### config.mk
export PLATFORM = sky130hd
export DESIGN_NAME = updown_step_controller
export DESIGN_NICKNAME = d
export VERILOG_FILES = /design/src/rtl/updown_step_controller.sv
export SDC_FILE = /design/constraint.sdc
export NUM_CORES = 1
export LEC_CHECK = 0
export CAP_MARGIN = 40
export CELL_PAD_IN_SITES_DETAIL_PLACEMENT = 1
export CELL_PAD_IN_SITES_GLOBAL_PLACEMENT = 1
export CORE_ASPECT_RATIO = 1.4
export CORE_UTILIZATION = 30
export DETAILED_ROUTE_END_ITERATION = 12
export DONT_BUFFER_PORTS = 1
export MAX_ROUTING_LAYER = met4
export PLACE_DENSITY_LB_ADDON = 0.1
export SLEW_MARGIN = 20
export SYNTH_ARGS = -nofsm -noshare
export SYNTH_HDL_FRONTEND = slang
export SYNTH_SLANG_ARGS = --single-unit
### constraint.sdc
create_clock -name clock -period 3.1 [get_ports clock]
set_input_delay 0.465 -clock clock [delete_from_list [all_inputs] [get_ports clock]]
set_output_delay 0.465 -clock clock [all_outputs]
set_load 0.05 [all_outputs]
### src/rtl/updown_step_controller.sv
// Front end for the up/down BCD counter: synchronizes and debounces the buttons,
// then issues single-cycle step pulses with manual auto-repeat or free-running auto mode.
module updown_step_controller #(
  parameter int unsigned DEBOUNCE_CYCLES = 1_000_000,
  parameter int unsigned REPEAT_DELAY    = 50_000_000,
  parameter int unsigned REPEAT_PERIOD   = 10_000_000,
  parameter int unsigned AUTO_PERIOD     = 10_000_000
) (
  input  logic       clock,
  input  logic       reset,
  input  logic       up,
  input  logic       down,
  input  logic       pause,
  input  logic       mode,
  output logic       step_up,
  output logic       step_down,
  output logic       dir,
  output logic       running,
  output logic [2:0] state
);

  localparam int unsigned MAX_RPT   = (REPEAT_DELAY > REPEAT_PERIOD) ? REPEAT_DELAY : REPEAT_PERIOD;
  localparam int unsigned TIMER_MAX = (MAX_RPT > AUTO_PERIOD) ? MAX_RPT : AUTO_PERIOD;
  localparam int unsigned TIMER_W   = $clog2(TIMER_MAX + 1);
  localparam int unsigned DB_W      = $clog2(DEBOUNCE_CYCLES + 1);

  typedef enum logic [2:0] {
    IDLE   = 3'd0,
    HOLD   = 3'd1,
    REPEAT = 3'd2,
    LOCK   = 3'd3,
    AUTO   = 3'd4
  } state_e;

  // Bit order in the synchronizer/debounce vectors: 0=up, 1=down, 2=pause, 3=mode.
  logic [3:0]      sync1_q, sync2_q;
  logic [2:0]      level_q, level_d, level_prev_q;
  logic [DB_W-1:0] db_cnt_q [3];
  logic [DB_W-1:0] db_cnt_d [3];
  logic [2:0]      press;

  state_e               state_q, state_d;
  logic [TIMER_W-1:0]   timer_q, timer_d;
  logic                 step_up_q, step_up_d;
  logic                 step_down_q, step_down_d;
  logic                 dir_q, dir_d;
  logic                 running_q, running_d;
  logic                 hold_up_q, hold_up_d;

  logic mode_s, up_lvl, down_lvl, held_lvl, other_press, expired;

  assign mode_s      = sync2_q[3];
  assign up_lvl      = level_q[0];
  assign down_lvl    = level_q[1];
  assign press       = level_q & ~level_prev_q;
  assign held_lvl    = hold_up_q ? up_lvl : down_lvl;
  assign other_press = hold_up_q ? press[1] : press[0];
  assign expired     = (timer_q == TIMER_W'(1));

  // The count runs only while the sample disagrees with the level; the level
  // flips on the cycle the count would reach DEBOUNCE_CYCLES.
  always_comb begin
    for (int i = 0; i < 3; i++) begin
      db_cnt_d[i] = '0;
      level_d[i]  = level_q[i];
      if (sync2_q[i] != level_q[i]) begin
        if (db_cnt_q[i] == DB_W'(DEBOUNCE_CYCLES - 1))
          level_d[i] = ~level_q[i];
        else
          db_cnt_d[i] = db_cnt_q[i] + DB_W'(1);
      end
    end
  end

  always_ff @(posedge clock or posedge reset) begin
    if (reset) begin
      sync1_q      <= '0;
      sync2_q      <= '0;
      level_q      <= '0;
      level_prev_q <= '0;
      for (int i = 0; i < 3; i++) db_cnt_q[i] <= '0;
    end else begin
      sync1_q      <= {mode, pause, down, up};
      sync2_q      <= sync1_q;
      level_q      <= level_d;
      level_prev_q <= level_q;
      for (int i = 0; i < 3; i++) db_cnt_q[i] <= db_cnt_d[i];
    end
  end

  always_comb begin
    state_d     = state_q;
    timer_d     = timer_q;
    step_up_d   = 1'b0;
    step_down_d = 1'b0;
    dir_d       = dir_q;
    running_d   = running_q;
    hold_up_d   = hold_up_q;

    // Mode switch overrides whatever the current state is doing.
    if (mode_s && (state_q != AUTO)) begin
      state_d   = AUTO;
      running_d = 1'b0;
      timer_d   = '0;
    end else if (!mode_s && (state_q == AUTO)) begin
      state_d   = (up_lvl || down_lvl) ? LOCK : IDLE;
      running_d = 1'b0;
      timer_d   = '0;
    end else begin
      case (state_q)
        IDLE: begin
          timer_d = '0;
          if (press[0] && press[1]) begin
            state_d = LOCK;
          end else if (press[0] || press[1]) begin
            step_up_d   = press[0];
            step_down_d = press[1];
            hold_up_d   = press[0];
            timer_d     = TIMER_W'(REPEAT_DELAY);
            state_d     = HOLD;
          end
        end
        HOLD, REPEAT: begin
          if (!held_lvl) begin
            state_d = IDLE;
            timer_d = '0;
          end else if (other_press) begin
            state_d = LOCK;
            timer_d = '0;
          end else if (expired) begin
            step_up_d   = hold_up_q;
            step_down_d = ~hold_up_q;
            timer_d     = TIMER_W'(REPEAT_PERIOD);
            state_d     = REPEAT;
          end else begin
            timer_d = timer_q - TIMER_W'(1);
          end
        end
        LOCK: begin
          timer_d = '0;
          if (!up_lvl && !down_lvl) state_d = IDLE;
        end
        AUTO: begin
          if (press[0])      dir_d = 1'b1;
          else if (press[1]) dir_d = 1'b0;
          if (press[2]) begin
            running_d = ~running_q;
            timer_d   = TIMER_W'(AUTO_PERIOD);
          end else if (running_q) begin
            if (expired) begin
              step_up_d   = dir_q;
              step_down_d = ~dir_q;
              timer_d     = TIMER_W'(AUTO_PERIOD);
            end else begin
              timer_d = timer_q - TIMER_W'(1);
            end
          end
        end
        default: begin
          state_d = IDLE;
          timer_d = '0;
        end
      endcase
    end
  end

  always_ff @(posedge clock or posedge reset) begin
    if (reset) begin
      state_q     <= IDLE;
      timer_q     <= '0;
      step_up_q   <= 1'b0;
      step_down_q <= 1'b0;
      dir_q       <= 1'b1;
      running_q   <= 1'b0;
      hold_up_q   <= 1'b0;
    end else begin
      state_q     <= state_d;
      timer_q     <= timer_d;
      step_up_q   <= step_up_d;
      step_down_q <= step_down_d;
      dir_q       <= dir_d;
      running_q   <= running_d;
      hold_up_q   <= hold_up_d;
    end
  end

  assign step_up   = step_up_q;
  assign step_down = step_down_q;
  assign dir       = dir_q;
  assign running   = running_q;
  assign state     = state_q;

endmodule
# Word-level counts from Yosys, hierarchy flattened

Index checks and enable logic that the tools add are counted.

Register bits after elaboration: 108
Bits in latches: 0
Bits in writable memories: 0
Memory bits (read-only): 0
Input bits: 6
Output and inout port bits: 7
Word-level logic and storage cells: 125
Memories kept: 0

Add/subtract/negate cells: 4
$mul: 0
Div/mod/pow operators: 0
Magnitude comparators: 0
Equality and inequality tests: 17
Shift operators: 0
Multiplexer cells: 56
Bitwise logic cells: 11
Reduce and logical (&&, ||, !) cells: 21

Operators with widths:

| operator              | number |
|---|---|
| $mux 26               | 9 |
| $mux 20               | 6 |
| $pmux 26 s3           | 1 |
| $add 20x1->20 const B | 3 |
| $eq 20x20->1 const B  | 3 |
| $mux 1                | 28 |
| $eq 26x1->1 const B   | 1 |
| $sub 26x1->26 const B | 1 |
| $mux 3                | 8 |
| $pmux 3 s4            | 1 |
| $not 1->1             | 9 |
| $reduce_and 2->1      | 4 |
| $reduce_and 4->1      | 2 |
| $eq 3x2->1 const B    | 2 |
| $ne 6x6->1 const B    | 1 |
| $pmux 1 s3            | 2 |
| $reduce_bool 3->1     | 2 |
| $ne 5x4->1 const B    | 1 |
| $ne 5x5->1 const B    | 1 |
| $reduce_and 5->1      | 1 |
| $logic_and 1x1->1     | 4 |
| $ne 4x4->1 const B    | 1 |
| $and 3x3->3           | 1 |
| $eq 3x1->1 const B    | 1 |
| 11 further kinds      | 16 |

# Depth between registers and ports, before layout

Depth after elaboration: 8
Mapped depth: 13
Depth with buffers taken out: 9

# Worst setup path before layout

Ideal clock, no wire load.

Path kind: register to register
Start point: register state_q[1], in the netlist state[1]
End point: register timer_q[11]
Setup time: 0.076 ns
Arrival: 3.165 ns
Required time: 3.024 ns
Path slack: -0.141 ns
Stages on the path, launching flop included: 13
Path buffers: 4
Clock period less this slack: 3.241 ns
Cells stage by stage: dfrtp_1 buf_2 or3b_1 buf_2 ha_1 nor2_1 o21ai_0 or2_0 or3_1 buf_6 buf_12 or3_1 o21ai_1

Longest elaborated chain between the ends: 5
Elaborated cells between the ends (all ways): 12
Those cells by class: 5 x eq/ne; 3 x mux; 4 x reduce/logical

RTL lines:

| what                                     | line | RTL |
|---|---|---|
| start, declared                          | 42   | `state_e state_q, state_d;` |
| start signal, assigned                   | 177  | `state_q <= state_d;` |
| $eq 3x1->1 or $eq 3x2->1 (tied branches) | 110  | `case (state_q)` |
| $reduce_or 2->1                          | 110  |  |
| $pmux 26 s3                              | 110  |  |
| $mux 26                                  | 105  | `end else if (!mode_s && (state_q == AUTO)) begin` |
| $mux 26                                  | 101  | `if (mode_s && (state_q != AUTO)) begin` |
| end signal, assigned                     | 178  | `timer_q <= timer_d;` |
| end, declared                            | 43   | `logic [TIMER_W-1:0] timer_q, timer_d;` |

Several ways; a longest one is shown, not always the timed one.
A chain may end at the register's enable or synchronous reset.

# Final worst setup path

Start point: register state_q[1], in the netlist state[1]
End point: register timer_q[21]

Same word-level chain as after synthesis.

==> impl_metrics.json <==
{
  "status": "complete, no violations",
  "drv_cap": 0,
  "grt_pass1_vias": 4579,
  "cts-htree-levels": 3,
  "timing.fmax_mhz": 370,
  "synth.yosys.seq_area_share_pct": 49.0,
  "path_clk_slew_ns": 0.08,
  "p_per_area_nw_per_um2": 843,
  "root_buffer": "clkbuf_16",
  "layout_common_cells": "104 x dfrtp_1, 87 x nor2_1, 40 x nand2_1",
  "startpoint_type": "flop",
  "ys_ff_latch": 108,
  "ant_nets": 0,
  "final.setup.tns_ns": 0,
  "worstSetupPathType": "reg -> reg",
  "use_met3_pct": 3.09,
  "place_congestion": 0.720,
  "max_stage_delay_ns": 0.50,
  "cts_tree": "done",
  "hold_violations": 0,
  "setup_viol": 0,
  "nets": 603,
  "grt_max_degree": 53,
  "finish.utilization_pct": 34.5,
  "path_cells": "or3b_1 -> ha_1 -> nor2_1 -> o21ai_1 -> or2_0 -> or3_4 -> or3_1 -> o211ai_1",
  "synthArstFlopShare_pct": 100,
  "dr.pass1.iters": 4,
  "synth_area_sq_um": 5520,
  "fin_area_sq_um": 6210,
  "ys_types": 62,
  "dieArea_sq_um": 19000,
  "rsz0062_at_grt": "no",
  "synth_edf_count": 0,
  "gr-usage-all-layers_pct": 15.9,
  "synth_nets": 592,
  "final_max_slew_viol_count": 0,
  "die_h_um": 163,
  "start_util_pct": 30.7,
  "synth_area_per_cell_sq_um": 9.63,
  "drc": 0,
  "mostFrequentLayoutCell": "dfrtp_1",
  "synthToLayoutAreaGrowth_pct": 12.6,
  "yosysWarningCount": 0,
  "first_iter_violations": 137,
  "drt_wl_total_um": 13000,
  "via_per_inst": 4.99,
  "worst_pin_slew_ns": 0.692,
  "crit_path_end_kind": "flop",
  "post-dp-hpwl_um": 9310,
  "max-clock-path-buffers": 2,
  "drive_gt1_share_pct": 10.0,
  "clock_skew_ns": 0.0108,
  "cp.arrival_ns": 2.98,
  "slew_headroom_pct": 53.3,
  "clk_latency_ns": 0.36,
  "antenna_found_initial": 1,
  "hp-class": "in -> reg",
  "cp_max_fo": 16,
  "fin_crit_sh_pct": 87.1,
  "met2_usage_pct": 27.7,
  "use_met1_pct": 17.8,
  "postPlaceCellArea_sq_um": 5890,
  "coreArea_sq_um": 18000,
  "post_cts_buffers": 0,
  "top_usage_layer": "met2",
  "cts.sinks": 108,
  "grt_pass1_wl_um": 22700,
  "slowest_stage": "or3_4",
  "synth_top_area_cell": "dfrtp_1",
  "vdd_ir_drop_max_v": 0.000294,
  "grt.overflow.total": 0,
  "numPortBuffers": 0,
  "ys.flop_type": "dfrtp_1",
  "rows": 58,
  "cts_buffers": 9,
  "dieWidth_um": 117,
  "fin_crit_ns": 2.70,
  "synth.area.top_cells": "dfrtp_1 49%, nor2_1 5.9%, xor2_1 5.6%",
  "worst-endpoint-required_ns": 3.38,
  "leakage_nw": 2.66,
  "synth_top_cell_area_share_pct": 48.5,
  "ios": 13,
  "post_drt_wl_per_cell_um": 15.7,
  "syn_inst": 573,
  "timing.hold.ws_ns": 0.123,
  "route.vias.total": 4143
}
## state kept, by name, indices dropped and copies added, names as in the netlist, 3 cells and up
register / count
level_prev_q: 3
level_q: 3
sync2_q: 4
db_cnt_q: 60
sync1_q: 4
state: 3
timer_q: 26
## metal layers
metal | wire length, um | part of all wire (%) | vias up
li1 | - | - | 2017
met2 | 6870 | 53 | 24
met3 | 295 | 2.3 | 12
met5 | 0 | 0 | -
met4 | 207 | 1.6 | 0
met1 | 5650 | 43 | 2090
## path summary, 6_finish.rpt
check,end,depth (start not counted),startpoint,slack [ns]
hold reg to reg,sync2_q[1],0,sync1_q[1],0.35
setup / recovery,timer_q[21],8,state[1],0.40
max in group asynchronous,dir,3,reset,1.97
min in group asynchronous,state[0],2,reset,0.52
hold / removal,sync1_q[2],0,pause,0.12
setup reg to reg,timer_q[21],8,state[1],0.40
## kinds of logic after synthesis
kind of cell	after synthesis	synth area share, %
and+or+nand+nor	265	24.2
DFF	108	49.0
AOI/OAI and AO/OA	75	9.11
xor gates and xnor gates	60	9.52
buffers and inverters	44	3.65
adders and majority gates	13	2.95
muxes	8	1.59
## stage by stage
step           std cells  total power, mW  setup WS, ns
3_3_place_gp         811             4.02         0.219
2_1_floorplan        573             3.50       0.00843
6_report             830             5.24         0.399
4_1_cts              829             5.34         0.126
5_1_grt              830             5.65         0.226
3_5_place_dp         812             4.08         0.177
## power by group
group          internal, mW  switching [mW]
registers              1.57           0.172
clock network         0.639           0.573
logic                 0.913            1.37
## cells in the mapped netlist, types with 3 or more instances
| cell | instances |
|---|---|
| a21oi_1 | 19 |
| a221o_1 | 4 |
| and3_1 | 9 |
| and4_1 | 5 |
| buf_2 | 4 |
| clkbuf_1 | 14 |
| dfrtp_1 | 107 |
| ha_1 | 13 |
| inv_1 | 22 |
| mux2_2 | 6 |
| nand2_1 | 40 |
| nand2b_1 | 3 |
| nand3_1 | 38 |
| nand4_1 | 12 |
| nor2_1 | 87 |
| nor3_1 | 15 |
| nor4_1 | 10 |
| o211ai_1 | 4 |
| o21ai_0 | 16 |
| o21ai_1 | 3 |
| o31a_1 | 4 |
| o31ai_1 | 4 |
| o41ai_1 | 3 |
| or2_2 | 5 |
| or3_1 | 18 |
| or4_1 | 3 |
| xnor2_1 | 25 |
| xor2_1 | 35 |
## cell type report
cell class / instances / area (sq um)
clock buffers: 9 / 225
diodes: 1 / 2.50
fillers: 2103 / 11800
clock inverters: 7 / 81.3
well taps: 240 / 300
multi-input cells: 421 / 2620
flip-flops and latches: 108 / 2710
repair buffers: 21 / 185
inverters: 23 / 90.1
## repair_timing
| item | in CTS | in global routing |
|---|---|---|
| hold endpoints to repair | 6 | 0 |
| hold buffers | 1 | 0 |
| setup endpoints to repair | 0 | 1 |
| resized for setup | 0 | 1 |
## worst max-delay path, delay by kind of cell, from the launching register on
kind	cells	cell delay, ns
adder cells (fa/ha/maj)	1	0.22
AO/OA/AOI/OAI	2	0.22
flip-flops	1	0.40
AND/OR/NAND/NOR	5	1.77
(Power assumes the default switching activity.)
